--- config.mk ---
export PLATFORM = sky130hd
export DESIGN_NAME = ram_sum_ctrl
export DESIGN_NICKNAME = d
export VERILOG_FILES = /design/src/rtl/ram_sum_ctrl_pkg.sv /design/src/rtl/ram_sum_ctrl.sv
export SDC_FILE = /design/constraint.sdc
export NUM_CORES = 1
export LEC_CHECK = 0
export CORE_ASPECT_RATIO = 1.25
export CORE_UTILIZATION = 55
export CTS_BUF_LIST = sky130_fd_sc_hd__clkbuf_2
export DETAILED_ROUTE_END_ITERATION = 10
export PLACE_DENSITY = 0.87
export SETUP_SLACK_MARGIN = 0.2
export SLEW_MARGIN = 20
export SYNTH_ARGS = -nofsm -noshare
export SYNTH_HDL_FRONTEND = slang
export SYNTH_SLANG_ARGS = --single-unit
--- constraint.sdc ---
create_clock -name clk -period 2.6 [get_ports clk]
set_input_delay 0.39 -clock clk [delete_from_list [all_inputs] [get_ports clk]]
set_output_delay 0.39 -clock clk [all_outputs]
set_load 0.05 [all_outputs]
--- src/rtl/ram_sum_ctrl_pkg.sv ---
// Shared types and constants for the RAM sum controller.
// State encoding and default width helpers.
package ram_sum_ctrl_pkg;

  localparam int DEF_DATA_WIDTH = 8;
  localparam int DEF_ADDR_WIDTH = 4;
  localparam int SUM_WIDTH =
    DEF_DATA_WIDTH + DEF_ADDR_WIDTH;

  typedef enum logic [1:0] {
    S_IDLE  = 2'd0,
    S_READ  = 2'd1,
    S_WRITE = 2'd2,
    S_DONE  = 2'd3
  } state_t;

endpackage

--- src/rtl/ram_sum_ctrl.sv ---
// Reads a run of RAM words, accumulates sum and max,
// writes the truncated sum back and pulses done.
module ram_sum_ctrl
  import ram_sum_ctrl_pkg::*;
#(
  parameter int DATA_WIDTH = DEF_DATA_WIDTH,
  parameter int ADDR_WIDTH = DEF_ADDR_WIDTH
) (
  input  logic                  clk,
  input  logic                  rst_n,
  input  logic                  start,
  input  logic [ADDR_WIDTH-1:0] base_addr,
  input  logic [ADDR_WIDTH:0]   count,
  input  logic [ADDR_WIDTH-1:0] dst_addr,
  input  logic [DATA_WIDTH-1:0] ram_q,
  output logic [ADDR_WIDTH-1:0] ram_read_addr,
  output logic [ADDR_WIDTH-1:0] ram_write_addr,
  output logic [DATA_WIDTH-1:0] ram_data,
  output logic                  ram_we,
  output logic                  busy,
  output logic                  done,
  output logic [DATA_WIDTH+ADDR_WIDTH-1:0] sum,
  output logic [DATA_WIDTH-1:0] max_val,
  output logic                  ovf
);

  localparam int SW = DATA_WIDTH + ADDR_WIDTH;
  localparam int CW = ADDR_WIDTH + 1;

  state_t                state;
  logic [ADDR_WIDTH-1:0] base_q;
  logic [ADDR_WIDTH-1:0] dst_q;
  logic [CW-1:0]         cnt_q;
  logic [CW-1:0]         issued;
  logic                  v1;
  logic                  v2;
  logic [SW-1:0]         acc_sum;
  logic [DATA_WIDTH-1:0] acc_max;
  logic [ADDR_WIDTH-1:0] nxt_addr;

  // Candidate accumulator values for the word now on ram_q.
  always_comb begin
    acc_sum  = sum + SW'(ram_q);
    acc_max  = (ram_q > max_val) ? ram_q : max_val;
    nxt_addr = base_q + issued[ADDR_WIDTH-1:0];
  end

  // Controller FSM with registered outputs.
  always_ff @(posedge clk or negedge rst_n) begin
    if (!rst_n) begin
      state          <= S_IDLE;
      base_q         <= '0;
      dst_q          <= '0;
      cnt_q          <= '0;
      issued         <= '0;
      v1             <= 1'b0;
      v2             <= 1'b0;
      ram_read_addr  <= '0;
      ram_write_addr <= '0;
      ram_data       <= '0;
      ram_we         <= 1'b0;
      busy           <= 1'b0;
      done           <= 1'b0;
      sum            <= '0;
      max_val        <= '0;
      ovf            <= 1'b0;
    end else begin
      unique case (state)
        S_IDLE: begin
          if (start) begin
            base_q        <= base_addr;
            cnt_q         <= count;
            dst_q         <= dst_addr;
            sum           <= '0;
            max_val       <= '0;
            ovf           <= 1'b0;
            ram_read_addr <= base_addr;
            issued        <= CW'(1);
            busy          <= 1'b1;
            v2            <= 1'b0;
            if (count == '0) begin
              v1             <= 1'b0;
              ram_we         <= 1'b1;
              ram_write_addr <= dst_addr;
              ram_data       <= '0;
              state          <= S_WRITE;
            end else begin
              v1    <= 1'b1;
              state <= S_READ;
            end
          end
        end
        S_READ: begin
          v2 <= v1;
          if (issued < cnt_q) begin
            ram_read_addr <= nxt_addr;
            issued        <= issued + CW'(1);
            v1            <= 1'b1;
          end else begin
            v1 <= 1'b0;
          end
          if (v2) begin
            sum     <= acc_sum;
            max_val <= acc_max;
          end
          // Last in-flight word retires: hand off to write.
          if (v2 && !v1) begin
            ram_we         <= 1'b1;
            ram_write_addr <= dst_q;
            ram_data       <= acc_sum[DATA_WIDTH-1:0];
            ovf            <= |acc_sum[SW-1:DATA_WIDTH];
            state          <= S_WRITE;
          end
        end
        S_WRITE: begin
          ram_we <= 1'b0;
          done   <= 1'b1;
          state  <= S_DONE;
        end
        S_DONE: begin
          done  <= 1'b0;
          busy  <= 1'b0;
          state <= S_IDLE;
        end
      endcase
    end
  end

endmodule
After elaboration in Yosys (flattened, before gate mapping)

Index checks and enable logic that the tools add are counted.

Register bits: 62
Output and inout port bits: 40
Logic and storage cells: 89

Add/sub/neg operators: 3
Magnitude comparators: 2
Eq/ne operators: 9
Muxes and demuxes: 40
Reductions and logical operators: 19

Operators with widths:

| cell                                          | number |
|---|---|
| two-way mux 8 bit                             | 6 |
| case mux 8 bit (2 select lines)               | 2 |
| two-way mux 12 bit                            | 2 |
| case mux 12 bit (2 select lines)              | 1 |
| two-way mux 4 bit                             | 5 |
| case mux 4 bit (2 select lines)               | 2 |
| adder 12 x 8 -> 12 bit                        | 1 |
| inequality test 2 bit (second input constant) | 6 |
| AND reduction 4 bit                           | 3 |
| two-way mux 5 bit                             | 2 |
| case mux 1 bit (2 select lines)               | 5 |
| case mux 5 bit (2 select lines)               | 1 |
| two-way mux 1 bit                             | 9 |
| AND reduction 3 bit                           | 3 |
| greater-than comparator 8 bit                 | 1 |
| case mux 2 bit (4 select lines)               | 1 |
| AND reduction 2 bit                           | 4 |
| two-way mux 2 bit                             | 3 |
| nonzero test 2 bit                            | 3 |
| adder 5 x 1 -> 5 bit (second input constant)  | 1 |
| logical NOT 5 bit                             | 1 |
| less-than comparator 5 bit                    | 1 |
| adder 4 bit                                   | 1 |
| equality test 2 bit (second input constant)   | 2 |
| 7 further kinds                               | 7 |

Logic depth before layout (Yosys ltp)

Word-level depth: 4
Mapped depth: 10

Least setup slack after synthesis

OpenSTA, ideal clock, no wires.

Kind: register -> register
From: register sum[0]
To: register sum[10]
Library setup time: 0.099 ns
Arrival: 2.383 ns
Data required time: 2.501 ns
Path slack: 0.117 ns
Stages on the path, launching flop included: 10
Buffers on the path: 0
Period minus slack after synthesis: 2.483 ns
Path through: dfrtp_1 ha_1 inv_1 fa_1 nand2b_1 o221ai_1 o21ai_0 a21oi_1 a41oi_1 a311oi_1

Cells in the longest elaborated chain, start to end: 3

RTL lines:

| what                             | RTL line            | source |
|---|---|---|
| from (decl)                      | ram_sum_ctrl.sv:22  | `output logic [DATA_WIDTH+ADDR_WIDTH-1:0] sum,` |
| from (signal assigned)           | ram_sum_ctrl.sv:103 | `sum <= acc_sum;` |
| adder 12 x 8 -> 12 bit           | ram_sum_ctrl.sv:43  | `acc_sum = sum + SW'(ram_q);` |
| two-way mux 12 bit               | ram_sum_ctrl.sv:102 | `if (v2) begin` |
| case mux 12 bit (2 select lines) | ram_sum_ctrl.sv:68  | `unique case (state)` |

Every way passes these cells. The select of a mux whose other input is x is not followed.
A chain may end at the register's enable or synchronous reset.

Worst setup path in the final report

Same ends and word-level chain as after synthesis.

==> results.cfg <==
[timing]
max_slew_margin_pct = 48.28
rsz0062_at_grt = no
layout_min_cycle_time_ns = 2.304
min_period_over_period_pct = 88.61
hold_violations = 0
setup_viol = 0
clock_skew_ns = 0.03060
tightest_slew_ns = 0.7758
postLayoutSetupSlackWorst_ns = 0.2962
fmax_ghz = 0.4341
slew_viol_final = 0

[critical_path]
r2r_start = sum[0]
worst-path-stages = 10
worstPathRequired_ns = 3.01
start_kind = flip-flop
cp_slowest_cell = dfrtp_2
reg2reg_slack_ns = 0.30
rr_worst_depth = 10
cpPeakStageDelay_ns = 0.43
crit_arrival_ns = 2.71
crit_chain = ha_2, inv_1, fa_1, nand2b_4, o221ai_4, o21ai_1, a21oi_1, buf_4, a41oi_1, a311oi_1
worstSetupPathType = flip-flop to flip-flop
critPathMaxFanout = 4
crit_path_end_kind = flip-flop
crit_family = compound AO/OA/AOI/OAI gates
r2r_end = sum[10]
cp_num_buf_inv = 2

[clocking]
clockBufferDepth = 2
cts_root_buf = clkbuf_2
htree_levels = 3
clock_sinks = 62
clk_pin_slew_ns = 0.21
cts_buffers = 9
cts_tree = yes
clock_latency_ns = 0.53

[synthesis]
ys_seq_area_share_pct = 43.27
async_flop_share_pct = 100.0
ys_ff_latch = 62
synth_area_um2 = 3586
syn_area_per_cell_um2 = 9.879
synthFlopType = dfrtp_1
synth_top_family_by_area = compound AO/OA/AOI/OAI gates
yosysTopAreaCell = dfrtp_1
synth-xor-area-share_pct = 1.710
yosys.area_share.adder_pct = 11.58
synth_edf_count = 0
synth_area_leaders = dfrtp_1, ha_1, mux2_2
yosysWarnings = 0
syn_nets = 419
ys_types = 50
synth_top_cell_area_share_pct = 43.27
synthSimpleGateAreaFrac_pct = 12.60
synth_compound_area_share_pct = 17.86
synth.area.mux_share_pct = 8.409
synthCells = 363

[run_status]
outcome = completed

[floorplan]
dieArea_um2 = 6849
core_area_um2 = 6246
io-pin-count = 64
die_y_um = 92.28
std_cell_rows = 32
initial_core_util_pct = 57.41
die_width_um = 74.22

[drt]
drt-initial-drc-count = 222
drt-pass1-iter-count = 4
viasPerCell = 5.608
drc = 0
routedWlPerCell_um = 15.41
drtAntennaViolNets = 0
wirelength_um = 8135
vias = 2961

[placed_design]
place.gp.congestion = 0.8693
place_ws_ns = -0.1787
dp_hpwl_um = 5882
placed_area_um2 = 4367
portBuffers = 63

[layout]
syn_to_final_growth_pct = 27.18
nets = 494
layout_commonest_cell = clkdlybuf4s50_1
layout_common_cells = clkdlybuf4s50_1, dfrtp_1, nand2_1
utilization_pct = 73.02
antenna_cells = 0
n_fill_cell = 469
drive_above_1_share_pct = 14.90
stdcell_area_um2 = 4561

[power_and_ir_drop]
p_per_area_nw_per_um2 = 1329
leakagePower_uw = 0.002044
vdd_drop_max_v = 0.0008185

[grt]
track_usage_pct = 25.66
grt_pass1_vias = 2970
overflow = 0
grt_pass1_wl_um = 13280
grt_max_degree = 34
antenna_found_initial = 0

[hold_path]
hp-class = primary input to asynchronous set/reset pin

[job]
maxCapViolations = 0
[synth_stat cells, types with 3 or more instances]
cell type,number
o21a_1,3
nand3_1,9
and3_1,3
o21ai_0,28
nand2b_1,8
o211ai_1,8
mux2i_1,11
nor2_1,18
clkbuf_1,5
a21o_1,5
or2_2,3
nand4_1,4
buf_2,5
o31ai_2,3
nand2_1,46
a21oi_1,22
o21ai_1,6
xnor2_1,5
inv_1,24
mux2_2,17
dfrtp_1,62
ha_1,30
[registers in the layout, summed over array words and instances, names as in the netlist]
signal          count
ovf                 1
done                1
v2                  1
v1                  1
max_val             8
cnt_q               5
busy                1
sum                12
issued              5
ram_read_addr       4
ram_write_addr      4
state               2
dst_q               4
base_q              4
ram_data            8
ram_we              1
[kinds of logic (layout without fill, tap and decap cells)]
logic type / Yosys count / in the layout
buf+inv: 39 / 119
mux: 28 / 28
compound gates: 96 / 96
fa+ha+maj: 32 / 32
simple gates: 99 / 99
flops: 62 / 62
xor+xnor: 7 / 7
[per-layer routing]
layer,up-vias,global-route usage [%],routed length [um]
met5,-,0,0
met4,0,12.58,230
met3,21,4.505,332
met2,76,45.15,4309
met1,1427,29.17,3262
li1,1437,-,-
[where the power goes]
part / switching [uW] / internal [uW] / total, uW / leakage (uW)
Sequential: 303 / 1370 / 1670 / 0.000787
Combinational: 2290 / 1390 / 3670 / 0.00118
Clock: 397 / 321 / 718 / 0.0000785
Total: 2990 / 3070 / 6060 / 0.00204
[repair_timing]
item                                    in CTS  in global routing
endpoints found under the setup margin       0                 11
hold buffers                                 1                  0
gates resized for setup                      0                  8
buffers inserted                             0                  0
hold endpoints to repair                    32                  0
[metrics by stage]
| stage | hold WS (ns) | setup TNS, ns | total power [uW] | std cells |
|---|---|---|---|---|
| finish | 0.4646 | 0 | 6062 | 528 |
| CTS | 0.4629 | 0 | 6014 | 528 |
| detailed placement | 0.4777 | -0.6562 | 5287 | 511 |
| global placement | 0.4638 | -0.3754 | 5148 | 511 |
| global route | 0.4939 | 0 | 6463 | 528 |
| floorplan | 0.09441 | 0 | 4220 | 363 |
[final cells by class]
type | count | area (um2) | share of cell area (%)
sequential | 62 | 1553 | 34.05
multi-input combinational | 262 | 1908 | 41.84
tap | 85 | 106.4 | 2.332
timing repair buffer | 78 | 757.0 | 16.60
clock buffer | 9 | 45.04 | 0.9877
inverter | 25 | 93.84 | 2.058
clock inverter | 7 | 97.59 | 2.140
[worst reg2reg max path, delay by kind of cell (launching register included)]
| kind | cells | cell delay [ns] |
|---|---|---|
| fa+ha+maj | 2 | 0.58 |
| simple gates | 1 | 0.17 |
| compound gates | 5 | 0.81 |
| flops | 1 | 0.43 |
| buf+inv | 2 | 0.19 |
[how the worst max path moves through the flow]
stage / from / endpoint / slack (ns)
final: sum[0] / sum[10] / 0.30
after global routing: state[1] / sum[11] / 0.18
after CTS: state[1] / ram_data[2] / 0.24
after detailed placement: ram_q[0] / sum[10] / -0.18
after global placement: ram_q[0] / sum[10] / -0.10
after floorplan: sum[1] / sum[10] / 0.24
No activity file was read; power rests on OpenSTA's default activity.
